===== src/rtl/lcd_frame_driver.sv =====
// rtl/lcd_frame_driver.sv - 16x2 HD44780 frame driver; optional LCD_REFRESH_ON_CHANGE_EN idle-until-change refresh
module lcd_frame_driver #(
  parameter int POWERUP_CYCLES = 200000,
  parameter int EN_CYCLES      = 10,
  parameter int CMD_CYCLES     = 500,
  parameter int CLEAR_CYCLES   = 20000
) (
  input  logic         clk,
  input  logic         rst,
  input  logic [255:0] lcd_data,
  output logic         lcd_en,
  output logic         lcd_rs,
  output logic         lcd_rw,
  output logic [7:0]   lcd_db,
  output logic         init_done,
  output logic         frame_done
);

  localparam logic [31:0] LP_PWR_LAST = 32'(POWERUP_CYCLES - 1);
  localparam logic [31:0] LP_EN_LAST  = 32'(EN_CYCLES - 1);
  localparam logic [31:0] LP_CMD_LAST = 32'(CMD_CYCLES - 1);
  localparam logic [31:0] LP_CLR_LAST = 32'(CLEAR_CYCLES - 1);

  typedef enum logic [3:0] {
    ST_POWERUP, ST_INIT, ST_SNAP, ST_ADDR1, ST_LINE1, ST_ADDR2, ST_LINE2, ST_DONE
`ifdef LCD_REFRESH_ON_CHANGE_EN
    , ST_IDLE
`endif
  } state_t;

  typedef enum logic [1:0] {PH_SETUP, PH_PULSE, PH_HOLD, PH_WAIT} phase_t;

  state_t       r_state;
  phase_t       r_phase;
  logic [31:0]  r_cnt;
  logic [4:0]   r_idx;
  logic [255:0] r_frame;
  logic         r_en;
  logic         r_rs;
  logic [7:0]   r_db;
  logic         r_init_done;
  logic         r_frame_done;

  logic [7:0]   w_chars [0:31];
  logic [4:0]   w_idx_next;
  logic [31:0]  w_wait_last;

  // Init command table: function set 8-bit/2-line, display on, entry mode, clear.
  function automatic logic [7:0] init_cmd(input logic [1:0] i);
    case (i)
      2'd0:    init_cmd = 8'h38;
      2'd1:    init_cmd = 8'h0C;
      2'd2:    init_cmd = 8'h06;
      default: init_cmd = 8'h01;
    endcase
  endfunction

  for (genvar k = 0; k < 32; k++) begin : g_chars
    assign w_chars[k] = r_frame[255-8*k -: 8];
  end

  assign w_idx_next  = r_idx + 5'd1;
  // Only the clear command needs the long settle; characters equal to 0x01 do not.
  assign w_wait_last = (!r_rs && r_db == 8'h01) ? LP_CLR_LAST : LP_CMD_LAST;

  // Top sequencer with embedded per-byte SETUP/PULSE/HOLD/WAIT timing.
  always_ff @(posedge clk) begin
    if (rst) begin
      r_state      <= ST_POWERUP;
      r_phase      <= PH_SETUP;
      r_cnt        <= '0;
      r_idx        <= '0;
      r_frame      <= '0;
      r_en         <= 1'b0;
      r_rs         <= 1'b0;
      r_db         <= 8'h00;
      r_init_done  <= 1'b0;
      r_frame_done <= 1'b0;
    end else begin
      r_frame_done <= 1'b0;
      case (r_state)
        ST_POWERUP: begin
          if (r_cnt == LP_PWR_LAST) begin
            r_cnt   <= '0;
            r_idx   <= '0;
            r_db    <= init_cmd(2'd0);
            r_rs    <= 1'b0;
            r_phase <= PH_SETUP;
            r_state <= ST_INIT;
          end else begin
            r_cnt <= r_cnt + 32'd1;
          end
        end
        ST_SNAP: begin
          r_frame <= lcd_data;
          r_db    <= 8'h80;
          r_rs    <= 1'b0;
          r_cnt   <= '0;
          r_phase <= PH_SETUP;
          r_state <= ST_ADDR1;
        end
        ST_DONE: begin
`ifdef LCD_REFRESH_ON_CHANGE_EN
          r_state <= ST_IDLE;
`else
          r_state <= ST_SNAP;
`endif
        end
`ifdef LCD_REFRESH_ON_CHANGE_EN
        ST_IDLE: begin
          if (lcd_data != r_frame) r_state <= ST_SNAP;
        end
`endif
        default: begin
          case (r_phase)
            PH_SETUP: begin
              r_en    <= 1'b1;
              r_cnt   <= '0;
              r_phase <= PH_PULSE;
            end
            PH_PULSE: begin
              if (r_cnt == LP_EN_LAST) begin
                r_en    <= 1'b0;
                r_cnt   <= '0;
                r_phase <= PH_HOLD;
              end else begin
                r_cnt <= r_cnt + 32'd1;
              end
            end
            PH_HOLD: begin
              r_cnt   <= '0;
              r_phase <= PH_WAIT;
            end
            default: begin
              if (r_cnt != w_wait_last) begin
                r_cnt <= r_cnt + 32'd1;
              end else begin
                r_cnt   <= '0;
                r_phase <= PH_SETUP;
                case (r_state)
                  ST_INIT: begin
                    if (r_idx == 5'd3) begin
                      r_init_done <= 1'b1;
                      r_state     <= ST_SNAP;
                    end else begin
                      r_idx <= w_idx_next;
                      r_db  <= init_cmd(w_idx_next[1:0]);
                    end
                  end
                  ST_ADDR1: begin
                    r_idx   <= 5'd0;
                    r_db    <= w_chars[0];
                    r_rs    <= 1'b1;
                    r_state <= ST_LINE1;
                  end
                  ST_LINE1: begin
                    if (r_idx == 5'd15) begin
                      r_db    <= 8'hC0;
                      r_rs    <= 1'b0;
                      r_state <= ST_ADDR2;
                    end else begin
                      r_idx <= w_idx_next;
                      r_db  <= w_chars[w_idx_next];
                    end
                  end
                  ST_ADDR2: begin
                    r_idx   <= 5'd16;
                    r_db    <= w_chars[16];
                    r_rs    <= 1'b1;
                    r_state <= ST_LINE2;
                  end
                  default: begin
                    if (r_idx == 5'd31) begin
                      r_frame_done <= 1'b1;
                      r_state      <= ST_DONE;
                    end else begin
                      r_idx <= w_idx_next;
                      r_db  <= w_chars[w_idx_next];
                    end
                  end
                endcase
              end
            end
          endcase
        end
      endcase
    end
  end

  assign lcd_en     = r_en;
  assign lcd_rs     = r_rs;
  assign lcd_rw     = 1'b0;
  assign lcd_db     = r_db;
  assign init_done  = r_init_done;
  assign frame_done = r_frame_done;

endmodule


===== config.mk =====
export PLATFORM = sky130hd
export DESIGN_NAME = lcd_frame_driver
export DESIGN_NICKNAME = d
export VERILOG_FILES = /design/src/rtl/lcd_frame_driver.sv
export SDC_FILE = /design/constraint.sdc
export NUM_CORES = 1
export LEC_CHECK = 0
export ABC_AREA = 1
export BUFFER_PORTS_ARGS = -buffer_cell sky130_fd_sc_hd__buf_2
export CAP_MARGIN = 20
export CORE_UTILIZATION = 51
export DETAILED_ROUTE_END_ITERATION = 10
export GPL_TIMING_DRIVEN = 0
export PLACE_DENSITY = 0.73
export SLEW_MARGIN = 5
export SYNTH_ARGS = -nofsm -noshare
export SYNTH_HDL_FRONTEND = slang
export SYNTH_SLANG_ARGS = --single-unit

===== constraint.sdc =====
create_clock -name clk -period 2.6 [get_ports clk]
set_input_delay 0.26 -clock clk [delete_from_list [all_inputs] [get_ports clk]]
set_output_delay 0.26 -clock clk [all_outputs]
set_load 0.01 [all_outputs]

==> results.md, run 1 <==
- Placed insts: roughly 2800
- Final non-filler cell total: a little under 3000
- Detailed placer's ending HPWL: slightly above 40000 um
- Chip height: roughly 170 um
- P_leak: 0.00774 uW
- Total of max-cap violations: 0
- Ratio of cells with drive above 1 in the final layout: ~17%
- Synthesized area divided by synthesized cell count: around 6.9 sq um
- Total of fill cells in the finished design: around 2600
- Count of endpoints failing setup in the final report: 1
- Peak Freq: between 0.3 and 0.4 GHz
- Unrepaired setup endpoints after global routing: yes
- Aggregate global-route resource usage: approximately 38%
- Dpl ws: -1040 ps
- Antenna-violating nets left: 0
- Remaining Overflow, GRT: 0
- Post-Syn Area: ~15000 sq um
- Crit path largest cell delay: around 380 ps
- Worst R2R Setup Slack: -9 ps
- Wire length of the first global-routing pass: between 80000 and 90000 um
- Placer's final routability congestion estimate: ~1.0
- Ys async rst share: 0%
- Synthesized net count: around 2400
- Endpoints failing hold: 2
- Depth of the CTS H-tree: 2
- Fin. max-slew vios: 0
- Maximum fanout along the worst path: 10
- Slew headroom: around a third
- Setup WS post-layout: -8.71 ps
- Number of warnings issued by yosys: 0
- Count of boundary I/O pins: 271
- Share of the core filled with cells in the final layout: approximately 66%
- CTS buffer count: 35
- Hold slack: -8.02 ps
- Initial Util: 52.4%
- Predominant post-synthesis flop cell: dfxtp_1
- Mux contribution to synthesized area: 0%
- CP Data Required Time: ~3100 ps
- Worst Min Path Start: lcd_data[22]
- Sequential cell area: 6210 sq um
- Number of clock sinks: slightly above 300
- Detailed-route vias per instance: between 5 and 6
- Via count of the routed design: 16196
- Sum of routed wire length over all layers: around 56000 um
- End point of the most critical hold path: r_frame[22]
- Largest net degree at the start of global routing: 16
- Number of placement rows: between 60 and 70
- Violated checks: hold timing, setup timing
- Iter 0 DRT Violations: 1655
- Number of iterations in the first detailed-routing pass: 6
- Endpoint kind of the worst setup timing path: flip-flop
- Startpoint of the most critical register-to-register path: r_idx[0]
- Post-route clock skew: 19.2 ps
- Register area share after synthesis: about 42%
- Number of standard cells after synthesis: ~2100
- Multi-input gate area in the final layout: around 7000 sq um
- Worst vdd rail ir drop: 0.425 mV
- DRC violations left: 0
- Area growth from synthesis to layout: 25.2%
- Number of flops mapped to enable cells by yosys: 0
- Met2 Track Usage GR: between 60% and 70%
- Synthesized-area fraction occupied by adder cells: 1.02%
- Clock latency at the later pin of the worst-skew pair: 530 ps
- Number of global-route vias before repair: between 15000 and 20000
- Fraction of synthesized cell area in xor and xnor cells: 1.96%
- Cell count of the worst hold path: 3
- Maximum buffer depth of the clock tree: 3
- Post-synthesis register bit count: 310
- Worst hold path class: primary input to flip-flop
- Endpoint of the most critical register-to-register path: lcd_db[0]
- Slowest CP cell: dfxtp_4
- Area of the core region: about 28000 sq um
- Met3 Usage GRT: a little under 7%
- Buffer cell driving the clock tree root: clkbuf_16
- CTS tree: done
- Worst Tran Pin Value: slightly above 1000 ps
- Number of diodes added for antenna fixing: 0
- Worst Reg2Reg Path Length in Cells: 14
- Antenna violations before repair: 0
- Fin crit period: between 2000 and 3000 ps
- Synth Area in Compound Gates: roughly a fifth
- Power density over the cells: 713 nW/um^2
- Main combinational cell family by area after synthesis: simple AND/OR/NAND/NOR gates
- Worst EP arrival: ~3000 ps
- Kind of start point of the critical path: flip-flop
- Synth Area in Simple Gates: between 20% and 30%
- Met1 track demand over resource: approximately half
- Number of distinct library cell variants in the gate-level netlist after synthesis: 37
- Number of post-CTS setup repair buffers: 0
- Crit Path Category: flip-flop to flip-flop
- Cell-by-cell trace of the critical path: buf_6 > inv_4 > clkbuf_16 > ha_4 > buf_4 > clkbuf_8 > nand3_1 > nand3_1 > nand3_1 > nand3_1 > nand3_1 > nand2_1 > nand2_1 > a21oi_1
- Period Utilization, post-route: 100%
- Number of input and output port buffers inserted: roughly 270
- Die width: around 170 um
- Clk pin slew, worst setup/hold paths: roughly 70 ps
- Power after layout: between 10000 and 15000 uW
- Nets: roughly 2800
- Die Area: 29500 sq um
- Most repeated library cell on the critical path: nand3_1
- Busiest layer in global routing: met2
- Average wire length per cell after detail routing: 19.4 um
- Result of the run: finished with violations
Yosys cell counts (11+ instances only):
cell	n	share of area, %
nand3_1	217	7.4
nor3_1	11	0.37
a21oi_1	236	8.0
buf_2	34	1.2
o21ai_0	281	9.6
inv_1	266	6.8
xor2_1	27	1.6
nand4_1	12	0.51
o211ai_1	41	2.1
nand2_1	313	8.0
nor2_1	222	5.7
clkbuf_1	101	2.6
dfxtp_1	310	42
ha_1	12	1.0
cell type report:
type | instances | share of cell area [%]
Sequential cell | 310 | 33.7
Tap cell | 378 | 2.57
Timing Repair Buffer | 314 | 9.75
Clock buffer | 47 | 5.55
Inverter | 269 | 5.49
Multi-Input combinational cell | 1417 | 37.7
Buffer | 145 | 3.90
Clock inverter | 16 | 1.32
layout by cell type (no fill, tap or decap), types with 38 or more instances in the layout:
cell type      instances
o211ai_1              41
nand3_1              212
inv_1                266
dlygate4sd3_1         45
dfxtp_1              309
buf_2                304
clkbuf_16             38
o21ai_0              280
a21oi_1              235
nand2_1              313
nor2_1               222
clkbuf_1              90
sequential cells by signal (all words and copies together) (netlist names):
register / count
lcd_en: 1
lcd_db: 8
init_done: 1
lcd_rs: 1
r_state: 3
r_cnt: 32
r_phase: 2
r_idx: 5
r_frame: 256
frame_done: 1
power by group:
group	leakage, uW	switching (uW)	internal [uW]
registers	0.00250	58.2	4810
clock network	0.000613	2070	3370
logic	0.00463	1910	901
total	0.00774	4050	9090
per-layer routing:
layer | vias up | routed length [um]
met1 | 7435 | 23000
met2 | 881 | 24600
met5 | - | 15
li1 | 7690 | -
met4 | 2 | 2960
met3 | 188 | 5530
worst max-delay path: cells and delay by family, from the launching register on:
family                   cells  cell delay (ps)
buffers and inverters        5              840
AND/OR/NAND/NOR              7              890
adder cells (fa/ha/maj)      1              280
AO/OA/AOI/OAI                1              130
flip-flops                   1              380
logic make-up after synthesis:
| group | after synthesis |
|---|---|
| fa+ha+maj | 12 |
| xor+xnor | 32 |
| compound gates | 570 |
| buf+inv | 415 |
| simple gates | 802 |
| other cells | 1 |
| flops | 310 |
worst max path at each step:
stage / cells past startpoint / slack (ps) / from / end
2_1_floorplan: 15 / 200 / r_idx[0] / lcd_db[0]
3_3_place_gp: 15 / -1050 / r_idx[0] / lcd_db[0]
3_5_place_dp: 15 / -1040 / r_idx[0] / lcd_db[0]
4_1_cts: 10 / 6 / r_idx[1] / lcd_db[0]
5_1_grt: 15 / -40 / r_idx[0] / lcd_db[4]
6_report: 14 / -9 / r_idx[0] / lcd_db[0]
repair_timing:
action                                 in CTS  in global routing
setup endpoints to repair                   9                 98
pin swaps                                   0                  1
hold buffers                               45                  0
gates resized for setup                    37                 23
endpoints found under the hold margin      45                  0
per-stage QoR:
step / TNS, ps / cell area (sq um)
2_1_floorplan: 0 / 14700
3_3_place_gp: -7600 / 16500
3_5_place_dp: -7760 / 16500
4_1_cts: 0 / 18400
5_1_grt: -132 / 18400
6_report: -8.71 / 18400
(Power assumes the default switching activity.)
==> inputs of run 2 (changes only) <==
--- a/config.mk
+++ b/config.mk
@@ -8,10 +8,10 @@
 export ABC_AREA = 1
 export BUFFER_PORTS_ARGS = -buffer_cell sky130_fd_sc_hd__buf_2
 export CAP_MARGIN = 20
-export CORE_UTILIZATION = 51
+export CORE_UTILIZATION = 40
 export DETAILED_ROUTE_END_ITERATION = 10
 export GPL_TIMING_DRIVEN = 0
-export PLACE_DENSITY = 0.73
+export PLACE_DENSITY = 0.59
 export SLEW_MARGIN = 5
 export SYNTH_ARGS = -nofsm -noshare
 export SYNTH_HDL_FRONTEND = slang
==> run 2 against run 1 <==
The run ends with setup timing left. Sequential power about the same. Sequential share of layout area is 0.29 points higher. Worst hold slack better by 9.7 ps. Power shrank 5.3%. Critical path type unchanged. Largest power group is now sequential cells.
==> results.md, run 2 (synthesis results as in run 1) <==
- Number of clock sinks: 310 (unchanged)
- Chip height: 194 um (was 172 um)
- Max FFs per register: 256 (unchanged)
- Power density over the cells: 681 nW/um^2 (was 713 nW/um^2)
- Number of global-route vias before repair: 15010 (was 15166)
- Crit path largest cell delay: 380 ps (about the same)
- Worst vdd rail ir drop: 0.470 mV (was 0.425 mV)
- Number of diodes added for antenna fixing: 0 (unchanged)
- Iter 0 DRT Violations: 1444 (was 1655)
- Result of the run: finished with violations (unchanged)
- CTS tree: done (unchanged)
- Average wire length per cell after detail routing: 19.7 um (was 19.4 um)
- Number of input and output port buffers inserted: 269 (unchanged)
- Setup WS post-layout: -2.34 ps (was -8.71 ps)
- Most repeated library cell on the critical path: nand3_1 (unchanged)
- CTS buffer count: 35 (unchanged)
- Power after layout: 12400 uW (was 13100 uW)
- Antenna-violating nets left: 0 (unchanged)
- Area of the core region: 35900 sq um (was 28100 sq um)
- Aggregate global-route resource usage: 30.4% (was 37.8%)
- Post-route clock skew: 15.1 ps (was 19.2 ps)
- CP Data Required Time: 3050 ps (about the same)
- Clock latency at the later pin of the worst-skew pair: 520 ps (was 530 ps)
- Placer's final routability congestion estimate: 0.976 (was 1.00)
- Worst Tran Pin Value: 1170 ps (was 1020 ps)
- P_leak: 0.00764 uW (was 0.00774 uW)
- Slew headroom: 21.9% (was 31.7%)
- Largest net degree at the start of global routing: 14 (was 16)
- Cell-by-cell trace of the critical path: buf_6 > inv_4 > clkbuf_16 > ha_4 > buf_8 > clkbuf_8 > nand3_1 > nand3_1 > nand3_1 > nand3_1 > nand3_1 > nand2_1 > nand2_1 > a21oi_1 (was buf_6 > inv_4 > clkbuf_16 > ha_4 > buf_4 > clkbuf_8 > nand3_1 > nand3_1 > nand3_1 > nand3_1 > nand3_1 > nand2_1 > nand2_1 > a21oi_1)
- Initial Util: 41.0% (was 52.4%)
- Combinational group share of total power: 23.1% (was 21.4%)
- Most common cell after layout, fill and taps aside: nand2_1 (unchanged)
- Worst EP arrival: 3050 ps (was 3060 ps)
- Maximum fanout along the worst path: 10 (unchanged)
- Worst hold path class: primary input to flip-flop (unchanged)
- Proportion of power drawn by the clock network: 37.7% (was 41.4%)
- Clk pin slew, worst setup/hold paths: 60 ps (was 70 ps)
- Number of iterations in the first detailed-routing pass: 6 (unchanged)
- Via count of the routed design: 15641 (was 16196)
- Die width: 194 um (was 172 um)
- Antenna violations before repair: 0 (unchanged)
- Area growth from synthesis to layout: 24.2% (was 25.2%)
- Total of max-cap violations: 0 (unchanged)
- Endpoint kind of the worst setup timing path: flip-flop (unchanged)
- Unrepaired setup endpoints after global routing: no (was yes)
- Remaining Overflow, GRT: 0 (unchanged)
- Ratio of cells with drive above 1 in the final layout: 16.5% (was 16.7%)
- Number of post-CTS setup repair buffers: 0 (unchanged)
- Period Utilization, post-route: 100% (about the same)
- Sequential fraction of design power: 39.2% (was 37.1%)
- Peak Freq: 0.384 GHz (was 0.383 GHz)
- Count of boundary I/O pins: 271 (unchanged)
- Buffer cell driving the clock tree root: clkbuf_16 (unchanged)
- Hold slack: 1.71 ps (was -8.02 ps)
- Kind of start point of the critical path: flip-flop (unchanged)
- Crit Path Category: flip-flop to flip-flop (unchanged)
- DRC violations left: 0 (unchanged)
- Nets: 2753 (was 2762)
- Buffer and inverter count on the worst path: 5 (unchanged)
- Depth of the CTS H-tree: 2 (unchanged)
- Fin crit period: 2600 ps (was 2610 ps)
- Switching fraction of total power: 32.1% (was 30.8%)
- Dominant delay contributor by cell family on the critical path: simple AND/OR/NAND/NOR gates (unchanged)
- Switching power total: 3990 uW (was 4050 uW)
- Detailed placer's ending HPWL: 44700 um (was 41400 um)
- Slowest CP cell: dfxtp_4 (unchanged)
- Violated checks: setup timing (was hold timing, setup timing)
- Largest reg by FF count: r_frame (unchanged)
- Endpoints failing hold: 0 (was 2)
- Maximum buffer depth of the clock tree: 3 (unchanged)
- Fin. max-slew vios: 0 (unchanged)
- Detailed-route vias per instance: 5.27 (was 5.59)
- Most used cells in the layout excluding fill and tap cells: nand2_1, dfxtp_1, buf_2 (unchanged)
- Dpl ws: -1200 ps (was -1040 ps)
- Die Area: 37600 sq um (was 29500 sq um)
- Count of endpoints failing setup in the final report: 1 (unchanged)
- Sum of routed wire length over all layers: 58400 um (was 56100 um)
- Internal power summed over all cells: 8450 uW (was 9090 uW)
- Wire length of the first global-routing pass: 87300 um (was 83600 um)
- Number of placement rows: 69 (was 61)
==> run 2: changes by cell type in the layout (fill, tap and decap cells not counted), sizes merged <==
cell and delta:
dlygate4sd3 -10, bufinv -6, clkbuf +6, clkinv +4, buf -3, clkinvlp -3
==> run 2: metal layers <==
metal  GRT usage, %  wire [um]  vias up
li1               -          -     7657
met1           40.3      26000     7253
met2           48.9      25700      621
met3           6.26       4580      110
met4           11.0       2090        0
met5              0          0        -
==> run 2: power by group through the flow <==
stage                     registers [uW]  clock network, uW  logic (uW)
after floorplan                     4960                  0        1430
after global placement              4970                  0        2550
after detailed placement            4980                  0        2560
after CTS                           4870               4730        2750
after global routing                4880               4940        3030
final                               4880               4690        2870
==> run 2: metrics by stage <==
step / utilization [%] / setup TNS (ps) / cell area [sq um] / cells
2_1_floorplan: - / 0 / 14700 / 2142
4_1_cts: 50.7 / 0 / 18200 / 2966
3_3_place_gp: 46.3 / -9370 / 16600 / 2872
3_5_place_dp: 46.4 / -8870 / 16700 / 2873
5_1_grt: 50.9 / 0 / 18300 / 2967
6_report: 50.9 / -2.34 / 18300 / 2967
==> run 2: worst paths after layout <==
path                       from            to  slack, ps  cells past startpoint
setup reg to reg       r_idx[0]     lcd_db[7]         -2                     14
setup / recovery       r_idx[0]     lcd_db[7]         -2                     14
hold reg to reg     r_frame[89]   r_frame[89]        450                      2
hold / removal    lcd_data[244]  r_frame[244]          2                      3
==> run 2: timing repair <==
| item | CTS | global route |
|---|---|---|
| hold endpoints to repair | 34 | 1 |
| gates resized for setup | 48 | 17 |
| endpoints found under the setup margin | 9 | 10 |
| hold buffers | 34 | 1 |
==> run 2: final cells by class <==
| cell class | count | area (sq um) |
|---|---|---|
| plain buffers | 145 | 751 |
| repair buffers | 305 | 1710 |
| fillers | 3740 | 17600 |
| clock buffers | 49 | 1010 |
| multi-input cells | 1417 | 6940 |
| inverters | 269 | 1010 |
| clock inverters | 11 | 57.6 |
| well taps | 461 | 577 |
| flip-flops and latches | 310 | 6210 |
==> run 2: worst register-to-register path: stages, from the launching register on <==
cell       delay, ps
dfxtp_4          380
buf_6            150
inv_4             80
clkbuf_16        190
ha_4             300
buf_8            160
clkbuf_8         220
nand3_1          200
nand3_1          140
nand3_1          120
nand3_1          180
nand3_1          120
nand2_1          120
nand2_1           60
a21oi_1          120
==> inputs of run 3 (changes only) <==
--- a/config.mk
+++ b/config.mk
@@ -11,7 +11,9 @@
 export CORE_UTILIZATION = 40
 export DETAILED_ROUTE_END_ITERATION = 10
 export GPL_TIMING_DRIVEN = 0
+export MAX_ROUTING_LAYER = met4
 export PLACE_DENSITY = 0.59
+export SKIP_CTS_REPAIR_TIMING = 1
 export SLEW_MARGIN = 5
 export SYNTH_ARGS = -nofsm -noshare
 export SYNTH_HDL_FRONTEND = slang
==> run 3 against run 2 <==
The flow finishes with violations (hold timing). Die area unchanged. Sequential power barely moved. First-iteration DRC count fell by 20%. Utilization fell by 0.56 points. Wire length up 0.23%. Maximum frequency increased by 1.1%. Worst setup slack better by 29 ps. Cell area decreased by 1.1%. Worst hold slack lost 25 ps. Critical path type unchanged. Critical endpoint is now lcd_db[0]. Largest cell class unchanged.
==> results.md, run 3 (synthesis results as in run 1) <==
- Result of the run: finished with violations (unchanged)
- Violated checks: hold timing (was setup timing)
- Endpoint kind of the worst setup timing path: flip-flop (unchanged)
- Number of input and output port buffers inserted: 269 (unchanged)
- Detailed-route vias per instance: 5.31 (was 5.27)
- Wire length of the first global-routing pass: 85900 um (was 87300 um)
- Setup WS post-layout: 26.7 ps (was -2.34 ps)
- Area growth from synthesis to layout: 22.8% (was 24.2%)
- Buffer and inverter count on the worst path: 5 (unchanged)
- Internal power summed over all cells: 8620 uW (was 8450 uW)
- Sum of routed wire length over all layers: 58500 um (was 58400 um)
- Switching fraction of total power: 31.4% (was 32.1%)
- Most repeated library cell on the critical path: nand3_1 (unchanged)
- Count of endpoints failing setup in the final report: 0 (was 1)
- Largest net degree at the start of global routing: 13 (was 14)
- Clock latency at the later pin of the worst-skew pair: 520 ps (about the same)
- Endpoints failing hold: 23 (was 0)
- Average wire length per cell after detail routing: 19.9 um (was 19.7 um)
- Depth of the CTS H-tree: 2 (unchanged)
- Area of the core region: 35900 sq um (unchanged)
- Initial Util: 41.0% (unchanged)
- Slowest CP cell: dfxtp_4 (unchanged)
- Number of clock sinks: 310 (unchanged)
- Buffer cell driving the clock tree root: clkbuf_16 (unchanged)
- Number of diodes added for antenna fixing: 0 (unchanged)
- Most used cells in the layout excluding fill and tap cells: nand2_1, dfxtp_1, buf_2 (unchanged)
- Crit Path Category: flip-flop to flip-flop (unchanged)
- Worst EP arrival: 2950 ps (was 3050 ps)
- Power density over the cells: 696 nW/um^2 (was 681 nW/um^2)
- Number of placement rows: 69 (unchanged)
- Total of fill cells in the finished design: 3766 (was 3740)
- Worst Tran Pin Value: 1070 ps (was 1170 ps)
- Post-route clock skew: 15.7 ps (was 15.1 ps)
- Maximum buffer depth of the clock tree: 3 (unchanged)
- Fin. max-slew vios: 0 (unchanged)
- Slew headroom: 29.0% (was 21.9%)
- Sequential fraction of design power: 38.8% (was 39.2%)
- Dominant delay contributor by cell family on the critical path: simple AND/OR/NAND/NOR gates (unchanged)
- DRC violations left: 0 (unchanged)
- Via count of the routed design: 15604 (was 15641)
- Nets: 2731 (was 2753)
- P_leak: 0.00754 uW (was 0.00764 uW)
- Number of global-route vias before repair: 14676 (was 15010)
- Ratio of cells with drive above 1 in the final layout: 16.7% (was 16.5%)
- Area of all placed cells without fillers: 18100 sq um (was 18300 sq um)
- Cell-by-cell trace of the critical path: buf_6 > inv_4 > buf_8 > ha_4 > buf_6 > buf_6 > a21oi_1 > o21ai_0 > nand3_1 > nand3_1 > nand3_1 > nand3_1 > nand2_1 > nand2_1 > a21oi_1 (was buf_6 > inv_4 > clkbuf_16 > ha_4 > buf_8 > clkbuf_8 > nand3_1 > nand3_1 > nand3_1 > nand3_1 > nand3_1 > nand2_1 > nand2_1 > a21oi_1)
- Crit path largest cell delay: 390 ps (was 380 ps)
- Antenna violations before repair: 0 (unchanged)
- Fin crit period: 2570 ps (was 2600 ps)
- Post-Place Cell Area: 16700 sq um (unchanged)
- Worst Min Path Start: lcd_data[53] (was lcd_data[244])
- Critical path launch point: r_idx[0] (unchanged)
- Antenna-violating nets left: 0 (unchanged)
- Kind of start point of the critical path: flip-flop (unchanged)
- Count of boundary I/O pins: 271 (unchanged)
- Hold slack: -23.1 ps (was 1.71 ps)
- Period Utilization, post-route: 99.0% (was 100%)
- Max FFs per register: 256 (unchanged)
- Switching power total: 3950 uW (was 3990 uW)
- CTS tree: done (unchanged)
- Largest reg by FF count: r_frame (unchanged)
- Detailed placer's ending HPWL: 44900 um (was 44700 um)
- Die Area: 37600 sq um (unchanged)
- Die width: 194 um (unchanged)
- Proportion of power drawn by the clock network: 38.5% (was 37.7%)
- Total of max-cap violations: 0 (unchanged)
- CTS buffer count: 35 (unchanged)
- Worst vdd rail ir drop: 0.455 mV (was 0.470 mV)
- Power after layout: 12600 uW (was 12400 uW)
- Dpl ws: -1270 ps (was -1200 ps)
- Peak Freq: 0.389 GHz (was 0.384 GHz)
- Combinational group share of total power: 22.7% (was 23.1%)
- Number of iterations in the first detailed-routing pass: 6 (unchanged)
- Most common cell after layout, fill and taps aside: nand2_1 (unchanged)
- Final-layout setup total negative slack: 0 ps (was -2.34 ps)
- Worst hold path class: primary input to flip-flop (unchanged)
- Chip height: 194 um (unchanged)
- Startpoint of the most critical register-to-register path: r_idx[0] (unchanged)
- Maximum fanout along the worst path: 10 (unchanged)
- Remaining Overflow, GRT: 0 (unchanged)
- Iter 0 DRT Violations: 1159 (was 1444)
- Placer's final routability congestion estimate: 0.976 (about the same)
- CP Data Required Time: 2970 ps (was 3050 ps)
- Aggregate global-route resource usage: 31.2% (was 30.4%)
- Clk pin slew, worst setup/hold paths: 60 ps (about the same)
[run 3: per-stage QoR]
stage | util, % | instances
floorplan | - | 2142
global placement | 46.3 | 2872
detailed placement | 46.4 | 2873
CTS | 49.4 | 2928
global route | 50.3 | 2940
finish | 50.3 | 2940
[run 3: area by class of cell]
type	count	area, sq um	share of cell area, %
sequential	310	6210	34.4
clock inverter	5	75.1	0.415
tap	461	577	3.19
inverter	269	1010	5.60
clock buffer	50	1020	5.67
multi-input combinational	1417	6960	38.5
buffer	145	729	4.04
timing repair buffer	283	1490	8.23
[run 3: metal layers]
metal  global-route usage [%]  vias to the layer above  routed length, um
li1                         -                     7630                  -
met1                     40.1                     7204              26000
met2                     48.5                      654              25700
met3                     6.51                      116               4850
met4                     10.7                        0               2000
met5                        -                        -                  0
[run 3: worst register-to-register path, cell delays in order, from the launching register on]
cell and delay (ps):
dfxtp_4 390, buf_6 150, inv_4 80, buf_8 160, ha_4 290, buf_6 160, buf_6 180, a21oi_1 70
o21ai_0 120, nand3_1 180, nand3_1 120, nand3_1 150, nand3_1 130, nand2_1 110, nand2_1 100, a21oi_1 50
[run 3: power groups by stage]
stage	combinational, uW	sequential, uW	clock [uW]
2_1_floorplan	1430	4960	0
3_3_place_gp	2560	4970	0
3_5_place_dp	2580	4980	0
4_1_cts	2590	4870	4890
5_1_grt	3020	4880	5100
6_report	2850	4880	4840
[run 3: path summary, 6_finish.rpt]
path / endpoint / slack (ps) / cells after the start
max: lcd_db[0] / 30 / 15
min: r_frame[53] / -20 / 3
max reg2reg: lcd_db[0] / 30 / 15
min reg2reg: r_frame[128] / 450 / 2
